--- config.mk ---
export PLATFORM = sky130hd
export DESIGN_NAME = mem_port_arbiter_flat
export DESIGN_NICKNAME = d
export VERILOG_FILES = /design/src/rtl/mem_port_arbiter_if.sv /design/src/rtl/mem_port_arbiter.sv /design/src/flat_wrapper.sv
export SDC_FILE = /design/constraint.sdc
export NUM_CORES = 1
export LEC_CHECK = 0
export ABC_AREA = 0
export BUFFER_PORTS_ARGS = -buffer_cell sky130_fd_sc_hd__buf_4
export CAP_MARGIN = 25
export CORE_ASPECT_RATIO = 2
export CORE_UTILIZATION = 37
export DETAILED_ROUTE_END_ITERATION = 10
export SETUP_SLACK_MARGIN = 0.02
export SLEW_MARGIN = 20
export SYNTH_ARGS = -nofsm -noshare
export SYNTH_HDL_FRONTEND = slang
export SYNTH_SLANG_ARGS = --single-unit
--- constraint.sdc ---
create_clock -name clock -period 4.6 [get_ports clock]
set_clock_uncertainty 0.15 [all_clocks]
set_input_delay 0.46 -clock clock [delete_from_list [all_inputs] [get_ports clock]]
set_output_delay 0.46 -clock clock [all_outputs]
set_load 0.05 [all_outputs]
--- src/rtl/mem_port_arbiter_if.sv ---
// Bundles the icache, dcache and memory-side handshakes of the shared memory port.
// The arbiter is the bus master toward memory; the caches and memory model sit on the slave side.
interface mem_port_arbiter_if #(
   parameter int ADDR_W = 6,
   parameter int DATA_W = 32
);
   logic              i_read;
   logic [ADDR_W-1:0] i_address;
   logic [DATA_W-1:0] i_readdata;
   logic              i_busywait;

   logic              d_read;
   logic              d_write;
   logic [ADDR_W-1:0] d_address;
   logic [DATA_W-1:0] d_writedata;
   logic [DATA_W-1:0] d_readdata;
   logic              d_busywait;

   logic              mem_read;
   logic              mem_write;
   logic [ADDR_W-1:0] mem_address;
   logic [DATA_W-1:0] mem_writedata;
   logic [DATA_W-1:0] mem_readdata;
   logic              mem_busywait;

   modport master (
      input  i_read, i_address, d_read, d_write, d_address, d_writedata,
      input  mem_readdata, mem_busywait,
      output i_readdata, i_busywait, d_readdata, d_busywait,
      output mem_read, mem_write, mem_address, mem_writedata
   );

   modport slave (
      output i_read, i_address, d_read, d_write, d_address, d_writedata,
      output mem_readdata, mem_busywait,
      input  i_readdata, i_busywait, d_readdata, d_busywait,
      input  mem_read, mem_write, mem_address, mem_writedata
   );
endinterface

--- src/rtl/mem_port_arbiter.sv ---
// Round-robin arbiter sharing one block-wide data memory between the icache and dcache,
// with a registered memory request and a sticky watchdog for a memory that never completes.
module mem_port_arbiter #(
   parameter int ADDR_W     = 6,
   parameter int DATA_W     = 32,
   parameter int TIMEOUT    = 255,
   parameter bit RESET_PRIO = 1'b1
) (
   input  logic                clock,
   input  logic                reset,
   mem_port_arbiter_if.master  bus,
   output logic                timeout_err
);
   localparam int WD_W = $clog2(TIMEOUT + 1);
   localparam logic [WD_W-1:0] WD_MAX = WD_W'(TIMEOUT);

   typedef enum logic [1:0] {IDLE, ACCESS, DONE} state_t;
   typedef enum logic {GRANT_I = 1'b0, GRANT_D = 1'b1} grant_t;

   state_t          state;
   grant_t          winner;
   grant_t          last_grant;
   grant_t          pick;
   logic            seen;
   logic [WD_W-1:0] watchdog;
   logic [WD_W-1:0] watchdog_nxt;
   logic            i_req;
   logic            d_req;

   assign i_req        = bus.i_read;
   assign d_req        = bus.d_read | bus.d_write;
   assign watchdog_nxt = watchdog + 1'b1;

   // Stall drops only for the winner during its single DONE cycle.
   assign bus.i_busywait = i_req && !(state == DONE && winner == GRANT_I);
   assign bus.d_busywait = d_req && !(state == DONE && winner == GRANT_D);

   // NOTE: every variable assigned in always_comb gets a default first, so no latch is inferred.
   always_comb begin
      pick = GRANT_I;
      if (i_req && d_req)
         pick = (last_grant == GRANT_I) ? GRANT_D : GRANT_I;
      else if (d_req)
         pick = GRANT_D;
   end

   // NOTE: sequential state uses non-blocking assignments only; every register, including the
   // data-holding readdata/mem_* registers, is cleared by the asynchronous reset.
   always_ff @(posedge clock or posedge reset) begin
      if (reset) begin
         state             <= IDLE;
         winner            <= GRANT_I;
         last_grant        <= RESET_PRIO ? GRANT_I : GRANT_D;
         seen              <= 1'b0;
         watchdog          <= '0;
         timeout_err       <= 1'b0;
         bus.mem_read      <= 1'b0;
         bus.mem_write     <= 1'b0;
         bus.mem_address   <= '0;
         bus.mem_writedata <= '0;
         bus.i_readdata    <= '0;
         bus.d_readdata    <= '0;
      end else begin
         case (state)
            IDLE: begin
               if (i_req || d_req) begin
                  winner <= pick;
                  if (pick == GRANT_D) begin
                     bus.mem_address   <= bus.d_address;
                     bus.mem_writedata <= bus.d_writedata;
                     bus.mem_write     <= bus.d_write;
                     bus.mem_read      <= !bus.d_write;
                  end else begin
                     bus.mem_address   <= bus.i_address;
                     bus.mem_write     <= 1'b0;
                     bus.mem_read      <= 1'b1;
                  end
                  seen     <= 1'b0;
                  watchdog <= '0;
                  state    <= ACCESS;
               end
            end
            ACCESS: begin
               watchdog <= watchdog_nxt;
               if (bus.mem_busywait)
                  seen <= 1'b1;
               // A completion seen on the same edge the watchdog expires still wins.
               if (seen && !bus.mem_busywait) begin
                  if (bus.mem_read) begin
                     if (winner == GRANT_D)
                        bus.d_readdata <= bus.mem_readdata;
                     else
                        bus.i_readdata <= bus.mem_readdata;
                  end
                  bus.mem_read  <= 1'b0;
                  bus.mem_write <= 1'b0;
                  state         <= DONE;
               end else if (watchdog_nxt == WD_MAX) begin
                  timeout_err   <= 1'b1;
                  bus.mem_read  <= 1'b0;
                  bus.mem_write <= 1'b0;
                  state         <= DONE;
               end
            end
            DONE: begin
               last_grant <= winner;
               state      <= IDLE;
            end
            default: state <= IDLE;
         endcase
      end
   end
endmodule

--- src/flat_wrapper.sv ---
// flat-port wrapper written by rule: the top's interface ports become plain ports
module mem_port_arbiter_flat 
#(
   parameter int ADDR_W     = 6,
   parameter int DATA_W     = 32,
   parameter int TIMEOUT    = 255,
   parameter bit RESET_PRIO = 1'b1
)
  (clock, reset, timeout_err, bus_i_read, bus_i_address, bus_d_read, bus_d_write, bus_d_address, bus_d_writedata, bus_mem_readdata, bus_mem_busywait, bus_i_readdata, bus_i_busywait, bus_d_readdata, bus_d_busywait, bus_mem_read, bus_mem_write, bus_mem_address, bus_mem_writedata);
  mem_port_arbiter_if #(.ADDR_W(ADDR_W), .DATA_W(DATA_W)) bus_i ();
  input  logic clock;
  input  logic reset;
  output logic timeout_err;
  input wire logic [$bits(bus_i.i_read)-1:0] bus_i_read;
  input wire logic [$bits(bus_i.i_address)-1:0] bus_i_address;
  input wire logic [$bits(bus_i.d_read)-1:0] bus_d_read;
  input wire logic [$bits(bus_i.d_write)-1:0] bus_d_write;
  input wire logic [$bits(bus_i.d_address)-1:0] bus_d_address;
  input wire logic [$bits(bus_i.d_writedata)-1:0] bus_d_writedata;
  input wire logic [$bits(bus_i.mem_readdata)-1:0] bus_mem_readdata;
  input wire logic [$bits(bus_i.mem_busywait)-1:0] bus_mem_busywait;
  output wire logic [$bits(bus_i.i_readdata)-1:0] bus_i_readdata;
  output wire logic [$bits(bus_i.i_busywait)-1:0] bus_i_busywait;
  output wire logic [$bits(bus_i.d_readdata)-1:0] bus_d_readdata;
  output wire logic [$bits(bus_i.d_busywait)-1:0] bus_d_busywait;
  output wire logic [$bits(bus_i.mem_read)-1:0] bus_mem_read;
  output wire logic [$bits(bus_i.mem_write)-1:0] bus_mem_write;
  output wire logic [$bits(bus_i.mem_address)-1:0] bus_mem_address;
  output wire logic [$bits(bus_i.mem_writedata)-1:0] bus_mem_writedata;
  assign bus_i.i_read = bus_i_read;
  assign bus_i.i_address = bus_i_address;
  assign bus_i.d_read = bus_d_read;
  assign bus_i.d_write = bus_d_write;
  assign bus_i.d_address = bus_d_address;
  assign bus_i.d_writedata = bus_d_writedata;
  assign bus_i.mem_readdata = bus_mem_readdata;
  assign bus_i.mem_busywait = bus_mem_busywait;
  assign bus_i_readdata = bus_i.i_readdata;
  assign bus_i_busywait = bus_i.i_busywait;
  assign bus_d_readdata = bus_i.d_readdata;
  assign bus_d_busywait = bus_i.d_busywait;
  assign bus_mem_read = bus_i.mem_read;
  assign bus_mem_write = bus_i.mem_write;
  assign bus_mem_address = bus_i.mem_address;
  assign bus_mem_writedata = bus_i.mem_writedata;
  mem_port_arbiter #(.ADDR_W(ADDR_W), .DATA_W(DATA_W), .TIMEOUT(TIMEOUT), .RESET_PRIO(RESET_PRIO)) u_core (.clock(clock), .reset(reset), .bus(bus_i), .timeout_err(timeout_err));
endmodule
==> summary.md <==
| Metric | Value |
|---|---|
| DR vias | 3302 |
| # fillers | 1120 |
| Clock-pin slew on the worst setup and hold paths | 60 ps |
| Layout Cells excl Fill | 685 |
| Critical path endpoint category | flip-flop |
| Critical path's slowest cell | nor2_4 |
| Total GRT Usage | 18.1% |
| Initial core utilization | 38.0% |
| Worst Path Buf+Inv | 0 |
| Area of the multi-input gates | 1690 sq um |
| Die Y-Extent | 163 um |
| Setup crit start kind | flip-flop |
| Seq cells post-synth | 118 |
| Max_cap viols | 0 |
| Critical path's top delay family | simple AND/OR/NAND/NOR gates |
| Clock latency on the worst-skew pair | 400 ps |
| Vias in the first global route | 3406 |
| Number of port buffers | 188 |
| First-pass iteration count of the detailed router | 4 |
| Grt ovf | 0 |
| Data required, critical path | 4740 ps |
| Die ar. | 13400 sq um |
| Design Area, Final | 6860 sq um |
| Pleak | 3.34 nW |
| Ant diodes | 0 |
| Yosys warns | 0 |
| Initial antenna violation count | 0 |
| Top FF cell, synth | dfrtp_1 |
| NumNets Final | 606 |
| Slew @ Worst Pin | 939 ps |
| Fin util | 54.7% |
| WL final | 11.4 mm |
| Synth top cells by count | dfrtp_1, mux2_2, o21ai_0 |
| Period utilization | 56.9% |
| DPL Wire Length | 8.49 mm |
| Netlist Area Pre-Place | 4770 sq um |
| Netlist cell types | 39 |
| Total negative slack | 0 ps |
| I/O pin count | 189 |
| Rows | 58 |
| Setup-failing EPs final | 0 |
| Share of cells above drive strength 1 | 60.9% |
| Yosys top cell by area | dfrtp_1 |
| IR drop worst, VDD | 0.000483 V |
| DRC violations left | 0 |
| Synth-to-Final Area Change | 44.0% |
| Pwr/cell area | 890 nW/um^2 |
| Routed wire per std cell | 16.7 um |
| Synth Area per Inst | 14.7 sq um |
| Post-CTS Resized | 0 |
| Top post-synthesis cells by area | dfrtp_1, mux2_2, o21ai_0 |
| CTS sink cnt | 118 |
| Crit-path max cell delay | 740 ps |
| Die X | 82.3 um |
| Syn nets | 408 |
| Post-DRT Antenna Nets | 0 |
| Hold violation count in the final report | 0 |
| Period minus WS final | 2620 ps |
| Root Driver | clkbuf_16 |
| CP Class | reg -> reg |
| Inst Count DP | 652 |
| Syn Inst Count | 324 |
| First-pass GRT wire length | 17.5 mm |
| Post-synth EDFFs | 0 |
| Outcome | finished clean |
| Sequential-to-total area share from yosys stat | 61.9% |
| CTS tree | yes |
| Final max-slew violation count | 0 |
| Vias per std cell | 4.82 |
| Critical Path AT | 2750 ps |
| HP Class | in -> reg |
| Max H-tree Level | 4 |
| RSZ-0062 raised after global routing | false |
| Slew headroom | 37.2% |
| Ys async rst share | 100% |
| Most numerous cell in the Yosys netlist | dfrtp_1 |
| CTS buffer count | 17 |
| Yosys top cell area share | 61.9% |
| Storage cell area | 2950 sq um |
| Crit path max fanout | 32 |
| Initial DRC count | 95 |
| GP Congestion | 0.785 |
| Post-Place Cell Area | 6290 sq um |
| Core footprint | 12600 sq um |
| Clock Path Buffers | 2 |
| Cell Chain, Critical Path | nor2b_1, nand3_2, nor2_4, mux2_2 |
| Largest net degree at the start of global routing | 50 |
| Fmax | 382 MHz |
-- layout make-up --
type	count	area share, %
clock inverters	12	1.88
multi-input cells	188	24.6
inverters	4	0.255
flip-flops and latches	118	43.0
clock buffers	20	6.36
well taps	150	2.73
repair buffers	193	21.1
-- worst register-to-register path: stages (launching register included) --
cell and delay, ps:
dfrtp_1 400, nor2b_1 570, nand3_2 190, nor2_4 740, mux2_2 450
-- metal layers --
metal	vias up	track usage (%)	wire length, um
met5	-	0	0
met4	0	12.5	581
met3	33	4.09	499
met2	109	32.9	6560
met1	1616	17.1	3800
li1	1544	-	-
-- stage by stage --
stage / total power [mW] / hold WS (ps) / worst slack, ps
2_1_floorplan: 3.95 / 300 / 861
3_3_place_gp: 4.86 / 294 / 2020
3_5_place_dp: 4.91 / 312 / 1910
4_1_cts: 6.18 / 117 / 1920
5_1_grt: 6.40 / 124 / 1760
6_report: 6.11 / 135 / 1980
-- placed cells by master, fill, tap and decap left out, types with 4 or more instances in the layout --
master | netlist | layout
clkbuf_16 | 0 | 17
nand2_1 | 19 | 19
a21oi_1 | 4 | 4
buf_4 | 2 | 192
mux2_2 | 95 | 95
nor2_1 | 4 | 4
dfrtp_1 | 118 | 118
clkinv_2 | 0 | 4
mux2i_1 | 6 | 6
o21ai_0 | 21 | 21
-- flip-flops by register name, summed over array words and instances, names as in the netlist --
name,cells
u_core.bus.mem_write,1
u_core.bus.d_readdata,32
u_core.last_grant,1
u_core.watchdog,8
u_core.bus.mem_writedata,32
u_core.seen,1
u_core.state,2
u_core.timeout_err,1
u_core.bus.mem_address,6
u_core.winner,1
u_core.bus.mem_read,1
u_core.bus.i_readdata,32
-- logic make-up after synthesis --
group                    after synthesis  synth area share (%)
AND/OR/NAND/NOR                       43                  5.38
XOR/XNOR                               3                 0.551
flip-flops                           118                  61.9
buffers and inverters                 18                  2.65
adder cells (fa/ha/maj)                2                 0.525
multiplexers                         102                  23.9
AO/OA/AOI/OAI                         38                  5.04
-- final timing paths --
path | startpoint | end | slack [ps] | cells past startpoint
max in group asynchronous | reset | u_core.bus.i_readdata[16] | 2750 | 4
worst max register to register | u_core.state[0] | u_core.bus.i_readdata[29] | 1980 | 4
min in group asynchronous | reset | u_core.bus.d_readdata[8] | 520 | 3
worst min register to register | u_core.timeout_err | u_core.timeout_err | 320 | 1
worst max-delay path | u_core.state[0] | u_core.bus.i_readdata[29] | 1980 | 4
worst min-delay path | bus_d_writedata[19] | u_core.bus.mem_writedata[19] | 140 | 2
-- power by group --
group | switching [mW] | internal, mW | leakage, nW
clock network | 0.465 | 0.795 | 0.270
logic | 2.07 | 1.03 | 1.60
registers | 0.260 | 1.50 | 1.47
-- repair_timing --
item | CTS | global route
hold buffers | 1 | 0
setup buffers | 0 | 0
endpoints found under the hold margin | 40 | 0
Note: power is estimated with default switching activity, not from simulation.
